**config.mk**
```make
export PLATFORM = sky130hd
export DESIGN_NAME = delay_scan_ctrl_flat
export DESIGN_NICKNAME = d
export VERILOG_FILES = /design/src/rtl/delay_scan_pkg.sv /design/src/rtl/delay_scan_ctrl_if.sv /design/src/rtl/delay_scan_ctrl_scan_timer.sv /design/src/rtl/delay_scan_ctrl.sv /design/src/flat_wrapper.sv
export SDC_FILE = /design/constraint.sdc
export NUM_CORES = 1
export LEC_CHECK = 0
export BUFFER_PORTS_ARGS = -buffer_cell sky130_fd_sc_hd__buf_2
export CELL_PAD_IN_SITES_DETAIL_PLACEMENT = 0
export CELL_PAD_IN_SITES_GLOBAL_PLACEMENT = 1
export CORE_MARGIN = 5
export CORE_UTILIZATION = 51
export CTS_CLUSTER_DIAMETER = 40
export DETAILED_ROUTE_END_ITERATION = 12
export GPL_TIMING_DRIVEN = 0
export PLACE_DENSITY_LB_ADDON = 0.1
export SLEW_MARGIN = 10
export SYNTH_ARGS = -nofsm -noshare
export SYNTH_HDL_FRONTEND = slang
export SYNTH_HIERARCHICAL = 1
export SYNTH_SLANG_ARGS = --single-unit
```
**constraint.sdc**
```tcl
create_clock -name clk160 -period 7.5 [get_ports clk160]
set_clock_uncertainty 0.05 [all_clocks]
set_input_delay 1.5 -clock clk160 [delete_from_list [all_inputs] [get_ports clk160]]
set_output_delay 1.5 -clock clk160 [all_outputs]
set_load 0.02 [all_outputs]
```
**src/rtl/delay_scan_pkg.sv**
```systemverilog
// Shared widths, FSM state encodings and a small sizing helper for the delay scan controller.
package delay_scan_pkg;

    localparam int unsigned TAP_W  = 9;   // IDELAY tap value
    localparam int unsigned STEP_W = 10;  // scan-step counts and 10-bit tap sums
    localparam int unsigned ERR_W  = 8;   // word-aligner error counter
    localparam int unsigned ST_W   = 4;

    localparam logic [ST_W-1:0] ST_IDLE      = 4'd0;
    localparam logic [ST_W-1:0] ST_SET       = 4'd1;
    localparam logic [ST_W-1:0] ST_WAIT_RDY  = 4'd2;
    localparam logic [ST_W-1:0] ST_LRESET    = 4'd3;
    localparam logic [ST_W-1:0] ST_SETTLE    = 4'd4;
    localparam logic [ST_W-1:0] ST_DWELL     = 4'd5;
    localparam logic [ST_W-1:0] ST_EVAL      = 4'd6;
    localparam logic [ST_W-1:0] ST_CENTER    = 4'd7;
    localparam logic [ST_W-1:0] ST_FINAL_RDY = 4'd8;

    // Largest of three cycle counts; sizes the shared wait timer.
    function automatic int unsigned max3(int unsigned a, int unsigned b, int unsigned c);
        int unsigned m;
        m = a;
        if (b > m) m = b;
        if (c > m) m = c;
        return m;
    endfunction

endpackage

```
**src/rtl/delay_scan_ctrl_if.sv**
```systemverilog
// Control/status bundle between the scan controller and its deserializer/register block.
interface delay_scan_ctrl_if;
    import delay_scan_pkg::*;

    logic               start;
    logic               delay_ready;
    logic               link_aligned;
    logic [ERR_W-1:0]   link_error_count;
    logic [TAP_W-1:0]   delay_set;
    logic               link_reset_request;
    logic               busy;
    logic               done;
    logic               fail;
    logic [TAP_W-1:0]   best_delay;
    logic [STEP_W-1:0]  eye_width;

    // Controller side
    modport master (
        input  start, delay_ready, link_aligned, link_error_count,
        output delay_set, link_reset_request, busy, done, fail, best_delay, eye_width
    );

    // Deserializer / register-block side
    modport slave (
        output start, delay_ready, link_aligned, link_error_count,
        input  delay_set, link_reset_request, busy, done, fail, best_delay, eye_width
    );

endinterface

```
**src/rtl/delay_scan_ctrl_scan_timer.sv**
```systemverilog
// Loadable saturating down-counter shared by every wait state of the scan FSM.
module delay_scan_ctrl_scan_timer #(
    parameter int unsigned CNT_W = 13
) (
    input  logic             clk160,
    input  logic             rstb,
    input  logic             load,
    input  logic [CNT_W-1:0] load_val,
    output logic             expired_c
);

    logic [CNT_W-1:0] cnt_q;
    logic [CNT_W-1:0] cnt_d;

    // Next count: load wins, otherwise count down and hold at zero
    always_comb begin
        cnt_d = cnt_q;
        if (load) begin
            cnt_d = load_val;
        end else if (cnt_q != '0) begin
            cnt_d = cnt_q - CNT_W'(1);
        end
    end

    // Counter register
    always_ff @(posedge clk160 or negedge rstb) begin
        if (!rstb) begin
            cnt_q <= '0;
        end else begin
            cnt_q <= cnt_d;
        end
    end

    assign expired_c = (cnt_q == '0);

endmodule

```
**src/rtl/delay_scan_ctrl.sv**
```systemverilog
// Per-link IDELAY eye scan: sweeps taps, scores each point, programs the centre of the widest eye.
module delay_scan_ctrl
    import delay_scan_pkg::*;
#(
    parameter int unsigned DELAY_STEP    = 8,
    parameter int unsigned DELAY_MAX     = 511,
    parameter int unsigned SETTLE_CYCLES = 64,
    parameter int unsigned DWELL_CYCLES  = 4096,
    parameter int unsigned READY_TIMEOUT = 1024
) (
    input  logic               clk160,
    input  logic               rstb,
    delay_scan_ctrl_if.master  bus
);

    localparam int unsigned TIMER_W =
        $clog2(max3(DWELL_CYCLES, READY_TIMEOUT, SETTLE_CYCLES) + 1);

    logic [ST_W-1:0]    state_q, state_d;
    logic [TAP_W-1:0]   cur_q, cur_d;
    logic [STEP_W-1:0]  run_len_q, run_len_d;
    logic [TAP_W-1:0]   run_start_q, run_start_d;
    logic [TAP_W-1:0]   best_start_q, best_start_d;
    logic [ERR_W-1:0]   snap_q, snap_d;
    logic               pass_q, pass_d;
    logic [TAP_W-1:0]   delay_set_q, delay_set_d;
    logic               link_reset_request_q, link_reset_request_d;
    logic               busy_q, busy_d;
    logic               done_q, done_d;
    logic               fail_q, fail_d;
    logic [TAP_W-1:0]   best_delay_q, best_delay_d;
    logic [STEP_W-1:0]  eye_width_q, eye_width_d;

    logic               tmr_load;
    logic [TIMER_W-1:0] tmr_val;
    logic               tmr_expired_c;

    logic [STEP_W-1:0]  next_tap;
    logic [STEP_W-1:0]  run_len_nx;
    logic [TAP_W-1:0]   run_start_nx;
    logic [TAP_W-1:0]   center_tap;

    delay_scan_ctrl_scan_timer #(
        .CNT_W (TIMER_W)
    ) u_scan_timer (
        .clk160    (clk160),
        .rstb      (rstb),
        .load      (tmr_load),
        .load_val  (tmr_val),
        .expired_c (tmr_expired_c)
    );

    // Next tap in 10 bits so the end-of-sweep test never wraps
    assign next_tap     = STEP_W'(cur_q) + STEP_W'(DELAY_STEP);
    // Run tracking for the point just scored
    assign run_len_nx   = pass_q ? (run_len_q + STEP_W'(1)) : '0;
    assign run_start_nx = (pass_q && (run_len_q == '0)) ? cur_q : run_start_q;
    // Centre of the best run; eye_width is non-zero wherever this is used
    assign center_tap   = TAP_W'(32'(best_start_q) +
                                 32'((eye_width_q - STEP_W'(1)) >> 1) * 32'(DELAY_STEP));

    // Next-state and output decode
    always_comb begin
        state_d              = state_q;
        cur_d                = cur_q;
        run_len_d            = run_len_q;
        run_start_d          = run_start_q;
        best_start_d         = best_start_q;
        snap_d               = snap_q;
        pass_d               = pass_q;
        delay_set_d          = delay_set_q;
        link_reset_request_d = 1'b0;
        busy_d               = busy_q;
        done_d               = done_q;
        fail_d               = fail_q;
        best_delay_d         = best_delay_q;
        eye_width_d          = eye_width_q;
        tmr_load             = 1'b0;
        tmr_val              = '0;

        case (state_q)
            ST_IDLE: begin
                if (bus.start) begin
                    done_d      = 1'b0;
                    fail_d      = 1'b0;
                    eye_width_d = '0;
                    busy_d      = 1'b1;
                    cur_d       = '0;
                    run_len_d   = '0;
                    state_d     = ST_SET;
                end
            end
            ST_SET: begin
                delay_set_d = cur_q;
                tmr_load    = 1'b1;
                tmr_val     = TIMER_W'(READY_TIMEOUT - 1);
                state_d     = ST_WAIT_RDY;
            end
            ST_WAIT_RDY: begin
                if (bus.delay_ready) begin
                    state_d = ST_LRESET;
                end else if (tmr_expired_c) begin
                    fail_d  = 1'b1;
                    busy_d  = 1'b0;
                    state_d = ST_IDLE;
                end
            end
            ST_LRESET: begin
                link_reset_request_d = 1'b1;
                tmr_load             = 1'b1;
                tmr_val              = TIMER_W'(SETTLE_CYCLES - 1);
                state_d              = ST_SETTLE;
            end
            ST_SETTLE: begin
                if (tmr_expired_c) begin
                    snap_d   = bus.link_error_count;
                    pass_d   = bus.link_aligned;
                    tmr_load = 1'b1;
                    tmr_val  = TIMER_W'(DWELL_CYCLES - 1);
                    state_d  = ST_DWELL;
                end
            end
            ST_DWELL: begin
                pass_d = pass_q & bus.link_aligned;
                if (tmr_expired_c) begin
                    // Equality, not difference, so a wrapped counter still reads as new errors
                    pass_d  = pass_q & bus.link_aligned & (bus.link_error_count == snap_q);
                    state_d = ST_EVAL;
                end
            end
            ST_EVAL: begin
                run_len_d   = run_len_nx;
                run_start_d = run_start_nx;
                // Strictly greater keeps the earliest of equal-width runs
                if (run_len_nx > eye_width_q) begin
                    eye_width_d  = run_len_nx;
                    best_start_d = run_start_nx;
                end
                if (next_tap > STEP_W'(DELAY_MAX)) begin
                    state_d = ST_CENTER;
                end else begin
                    cur_d   = TAP_W'(next_tap);
                    state_d = ST_SET;
                end
            end
            ST_CENTER: begin
                if (eye_width_q == '0) begin
                    fail_d      = 1'b1;
                    delay_set_d = '0;
                    busy_d      = 1'b0;
                    state_d     = ST_IDLE;
                end else begin
                    best_delay_d = center_tap;
                    delay_set_d  = center_tap;
                    tmr_load     = 1'b1;
                    tmr_val      = TIMER_W'(READY_TIMEOUT - 1);
                    state_d      = ST_FINAL_RDY;
                end
            end
            ST_FINAL_RDY: begin
                if (bus.delay_ready) begin
                    link_reset_request_d = 1'b1;
                    done_d               = 1'b1;
                    busy_d               = 1'b0;
                    state_d              = ST_IDLE;
                end else if (tmr_expired_c) begin
                    fail_d  = 1'b1;
                    busy_d  = 1'b0;
                    state_d = ST_IDLE;
                end
            end
            default: begin
                state_d = ST_IDLE;
            end
        endcase
    end

    // State and output registers
    always_ff @(posedge clk160 or negedge rstb) begin
        if (!rstb) begin
            state_q              <= ST_IDLE;
            cur_q                <= '0;
            run_len_q            <= '0;
            run_start_q          <= '0;
            best_start_q         <= '0;
            snap_q               <= '0;
            pass_q               <= 1'b0;
            delay_set_q          <= '0;
            link_reset_request_q <= 1'b0;
            busy_q               <= 1'b0;
            done_q               <= 1'b0;
            fail_q               <= 1'b0;
            best_delay_q         <= '0;
            eye_width_q          <= '0;
        end else begin
            state_q              <= state_d;
            cur_q                <= cur_d;
            run_len_q            <= run_len_d;
            run_start_q          <= run_start_d;
            best_start_q         <= best_start_d;
            snap_q               <= snap_d;
            pass_q               <= pass_d;
            delay_set_q          <= delay_set_d;
            link_reset_request_q <= link_reset_request_d;
            busy_q               <= busy_d;
            done_q               <= done_d;
            fail_q               <= fail_d;
            best_delay_q         <= best_delay_d;
            eye_width_q          <= eye_width_d;
        end
    end

    assign bus.delay_set          = delay_set_q;
    assign bus.link_reset_request = link_reset_request_q;
    assign bus.busy               = busy_q;
    assign bus.done               = done_q;
    assign bus.fail               = fail_q;
    assign bus.best_delay         = best_delay_q;
    assign bus.eye_width          = eye_width_q;

endmodule

```
**src/flat_wrapper.sv**
```systemverilog
// flat-port wrapper written by rule: the top's interface ports become plain ports
module delay_scan_ctrl_flat import delay_scan_pkg::*;
#(
    parameter int unsigned DELAY_STEP    = 8,
    parameter int unsigned DELAY_MAX     = 511,
    parameter int unsigned SETTLE_CYCLES = 64,
    parameter int unsigned DWELL_CYCLES  = 4096,
    parameter int unsigned READY_TIMEOUT = 1024
)
  (clk160, rstb, bus_start, bus_delay_ready, bus_link_aligned, bus_link_error_count, bus_delay_set, bus_link_reset_request, bus_busy, bus_done, bus_fail, bus_best_delay, bus_eye_width);
  delay_scan_ctrl_if bus_i ();
  input  logic clk160;
  input  logic rstb;
  input wire logic [$bits(bus_i.start)-1:0] bus_start;
  input wire logic [$bits(bus_i.delay_ready)-1:0] bus_delay_ready;
  input wire logic [$bits(bus_i.link_aligned)-1:0] bus_link_aligned;
  input wire logic [$bits(bus_i.link_error_count)-1:0] bus_link_error_count;
  output wire logic [$bits(bus_i.delay_set)-1:0] bus_delay_set;
  output wire logic [$bits(bus_i.link_reset_request)-1:0] bus_link_reset_request;
  output wire logic [$bits(bus_i.busy)-1:0] bus_busy;
  output wire logic [$bits(bus_i.done)-1:0] bus_done;
  output wire logic [$bits(bus_i.fail)-1:0] bus_fail;
  output wire logic [$bits(bus_i.best_delay)-1:0] bus_best_delay;
  output wire logic [$bits(bus_i.eye_width)-1:0] bus_eye_width;
  assign bus_i.start = bus_start;
  assign bus_i.delay_ready = bus_delay_ready;
  assign bus_i.link_aligned = bus_link_aligned;
  assign bus_i.link_error_count = bus_link_error_count;
  assign bus_delay_set = bus_i.delay_set;
  assign bus_link_reset_request = bus_i.link_reset_request;
  assign bus_busy = bus_i.busy;
  assign bus_done = bus_i.done;
  assign bus_fail = bus_i.fail;
  assign bus_best_delay = bus_i.best_delay;
  assign bus_eye_width = bus_i.eye_width;
  delay_scan_ctrl #(.DELAY_STEP(DELAY_STEP), .DELAY_MAX(DELAY_MAX), .SETTLE_CYCLES(SETTLE_CYCLES), .DWELL_CYCLES(DWELL_CYCLES), .READY_TIMEOUT(READY_TIMEOUT)) u_core (.clk160(clk160), .rstb(rstb), .bus(bus_i));
endmodule
```
==> reports/qor.yml <==
outcome:
  outcome: "complete, no violations"
timing:
  timing.slew.headroom_pct: 33.3
  slew_viol_final: 0
  min_period_ns: 3.78
  rsz0062_at_grt: "no"
  finalCritPeriodShare_pct: 50.3
  setup_tns_ns: 0
  tightest_slew_ns: 0.997
  setup_viol: 0
  clock.fmax_ghz: 0.265
  finalHoldViolations: 0
  whs_ns: 0.433
yosys:
  synth_top_family_by_area: "simple AND/OR/NAND/NOR gates"
  synth_top_area_share_pct: 43.9
  synth_xor_area_share_pct: 6.19
  synth_mux_area_share_pct: 7.52
  netlist_area_um2: 5240
  async_flop_share_pct: 100
  yosys_warnings: 6
  yosysUniqueCellTypes: 65
  netlist_instances: 525
  yosysTopAreaCell: "dfrtp_1"
  synth_compound_area_share_pct: 12.3
  synth-edff-count: 0
  synth-seq-cells: 92
  synth-simple-area-share_pct: 20.6
  ys_seq_area_share_pct: 43.9
  synthFlopType: "dfrtp_1"
  synthAdderAreaFrac_pct: 5.40
  synth_area_leaders: "dfrtp_1, ha_1, nand2_1"
  synth_nets: 560
  syn_avg_cell_area_um2: 9.98
critical_path:
  worstPathArrival_ns: 3.98
  crit_chain: "and3_1 -> clkbuf_1 -> and3_1 -> nand3_1 -> xor2_1 -> nor2_1 -> ha_1 -> nand4_1 -> a211oi_2 -> a2111oi_4 -> nor3_4 -> mux2_2"
  critPathMaxStageDelay_ns: 0.61
  rrSetupSlack_ns: 3.72
  start_kind: "flip-flop"
  critPathMaxFanout: 10
  path_delay_family: "simple AND/OR/NAND/NOR gates"
  cp-end-kind: "flip-flop"
  critical_path_class: "flip-flop to flip-flop"
  worst-path-buf-inv: 1
  cpMostUsedCell: "and3_1"
  slowest_stage: "nor3_4"
  required_ns: 7.70
global_route:
  grt_pass1_wl_um: 20900
  gr-total-overflow: 0
  grt_start_max_net_pins: 55
  antenna_found_initial: 0
  grt_pass1_vias: 4089
  grt_usage_pct: 20.6
power:
  p_comb_share_pct: 38.4
  irDropWorstVdd_v: 0.000105
  power_leakage_nw: 2.74
  seq_power_share_pct: 40.2
  total_power_w: 0.00166
  switching_share_pct: 39.5
  pwr-share-clk_pct: 21.4
  powerDensity_nw_per_um2: 283
  p_int_w: 0.00100
  p_switching_w: 0.000656
clock_network:
  numClockSinks: 92
  cts_max_level: 3
  cts_setup_buffers: 0
  ctsHoldBuffers: 0
  clk_pin_slew_worst_paths_ns: 0.10
  cts_tree: "yes"
  clockRootBuffer: "clkbuf_8"
  ctsLongestPathBuffers: 2
  insertion_delay_ns: 0.37
  cts_buffers: 9
  ctsResizeCount: 0
flow_run:
  max_cap_violations: 0
detailed_routing:
  drc: 0
  drt_iter0_drc: 213
  vias: 4042
  detail_route.wl_per_cell_um: 16.8
  firstDrtPassIters: 4
  wl_um: 12200
  vias_per_cell: 5.60
  ant_nets: 0
final_layout:
  final_cell_mix: "dfrtp_1, nand2_1, buf_2"
  num-nets-final: 616
  drive_gt1_share_pct: 19.6
  final_common_cell: "dfrtp_1"
  utilization_pct: 57.6
  area_growth_pct: 12.0
  fill_cells: 937
  diodes: 0
placed_design:
  place_congestion: 0.813
  portBuffers: 44
  dp_hpwl_um: 8850
floorplan:
  die_h_um: 111
  rows: 37
  core_area_um2: 10200
  die_x_um: 111
  die-area_um2: 12400
  ios: 45
  start_util_pct: 51.4
hold_path:
  worstHoldPathType: "flip-flop to flip-flop"
-- cell usage after synthesis (5+ instances only) --
cell      number
nor3_1        10
o21ai_0       30
mux2_4         6
nor2_1        36
clkbuf_1      13
dfrtp_1       92
o22ai_1        5
mux2i_1        9
and2_2         7
ha_1          21
xor2_1        13
mux2_2        19
nand2_1       61
nor4_1         5
nand4_1        5
or3_1          7
a21oi_1       10
xnor2_1       24
o21ai_1        5
a31oi_1        7
nand3_1       18
nand2b_1       5
o21a_1         5
and3_1         7
o31ai_1        5
inv_1         27
-- area by class of cell --
cell class,count,area (um2),share of cell area (%)
Buffer,19,96.3,1.64
Clock buffer,10,138,2.35
Clock inverter,6,71.3,1.22
Inverter,29,109,1.86
Multi-Input combinational cell,385,2730,46.5
Sequential cell,92,2300,39.2
Tap cell,136,170,2.90
Timing Repair Buffer,45,250,4.26
-- flip-flops by register name, summed over array words and instances (netlist names) --
signal and cells:
u_core/snap_q 8, u_core/bus.fail 1, u_core/bus.done 1, u_core/bus.delay_set 9, u_core/bus.link_reset_request 1, u_core/bus.best_delay 9
u_core/best_start_q 9, u_core/cur_q 6, u_core/pass_q 1, u_core/u_scan_timer/cnt_q 13, u_core/bus.eye_width 10, u_core/run_len_q 10
u_core/state_q 4, u_core/bus.busy 1, u_core/run_start_q 9
-- cell families (layout without fill, tap and decap cells) --
logic type / after synthesis / in the layout
DFF: 92 / 92
buffers and inverters: 48 / 109
AOI/OAI and AO/OA: 96 / 96
other: 1 / 1
adders and majority gates: 22 / 22
muxes: 34 / 34
xor gates and xnor gates: 37 / 37
and+or+nand+nor: 195 / 195
-- stage by stage --
step	cell area [um2]	std cells	setup WS, ns
after global routing	5870	722	3.49
final	5870	722	3.72
after floorplan	5240	525	4.40
after global placement	5630	705	3.77
after CTS	5870	722	3.71
after detailed placement	5660	706	3.75
-- final timing paths --
| check | endpoint | start | cells after the start |
|---|---|---|---|
| setup / recovery | u_core/best_start_q[8] | u_core/run_len_q[2] | 12 |
| hold / removal | u_core/bus.best_delay[3] | u_core/bus.best_delay[3] | 2 |
| setup reg to reg | u_core/best_start_q[8] | u_core/run_len_q[2] | 12 |
| hold reg to reg | u_core/bus.best_delay[3] | u_core/bus.best_delay[3] | 2 |
| max in group asynchronous | u_core/cur_q[4] | rstb | 2 |
| min in group asynchronous | u_core/u_scan_timer/cnt_q[7] | rstb | 1 |
-- power groups by stage --
stage | sequential, W | combinational (W) | clock (W)
finish | 0.000667 | 0.000637 | 0.000354
global route | 0.000682 | 0.000713 | 0.000389
CTS | 0.000668 | 0.000643 | 0.000366
detailed placement | 0.000678 | 0.000641 | 0
global placement | 0.000673 | 0.000624 | 0
floorplan | 0.000699 | 0.000437 | 0
-- tightest hold or removal path: stages, from the launching register on --
cell     delay, ns
dfrtp_1       0.35
nand2_1       0.05
nand2_1       0.05
-- per-layer routing --
metal / GRT usage, % / part of all wire, %
met2: 33.7 / 47
met4: 6.41 / 1.5
met3: 3.21 / 3.5
met5: 0 / 0
met1: 28.2 / 48
Power figures use the tool's default switching activity.
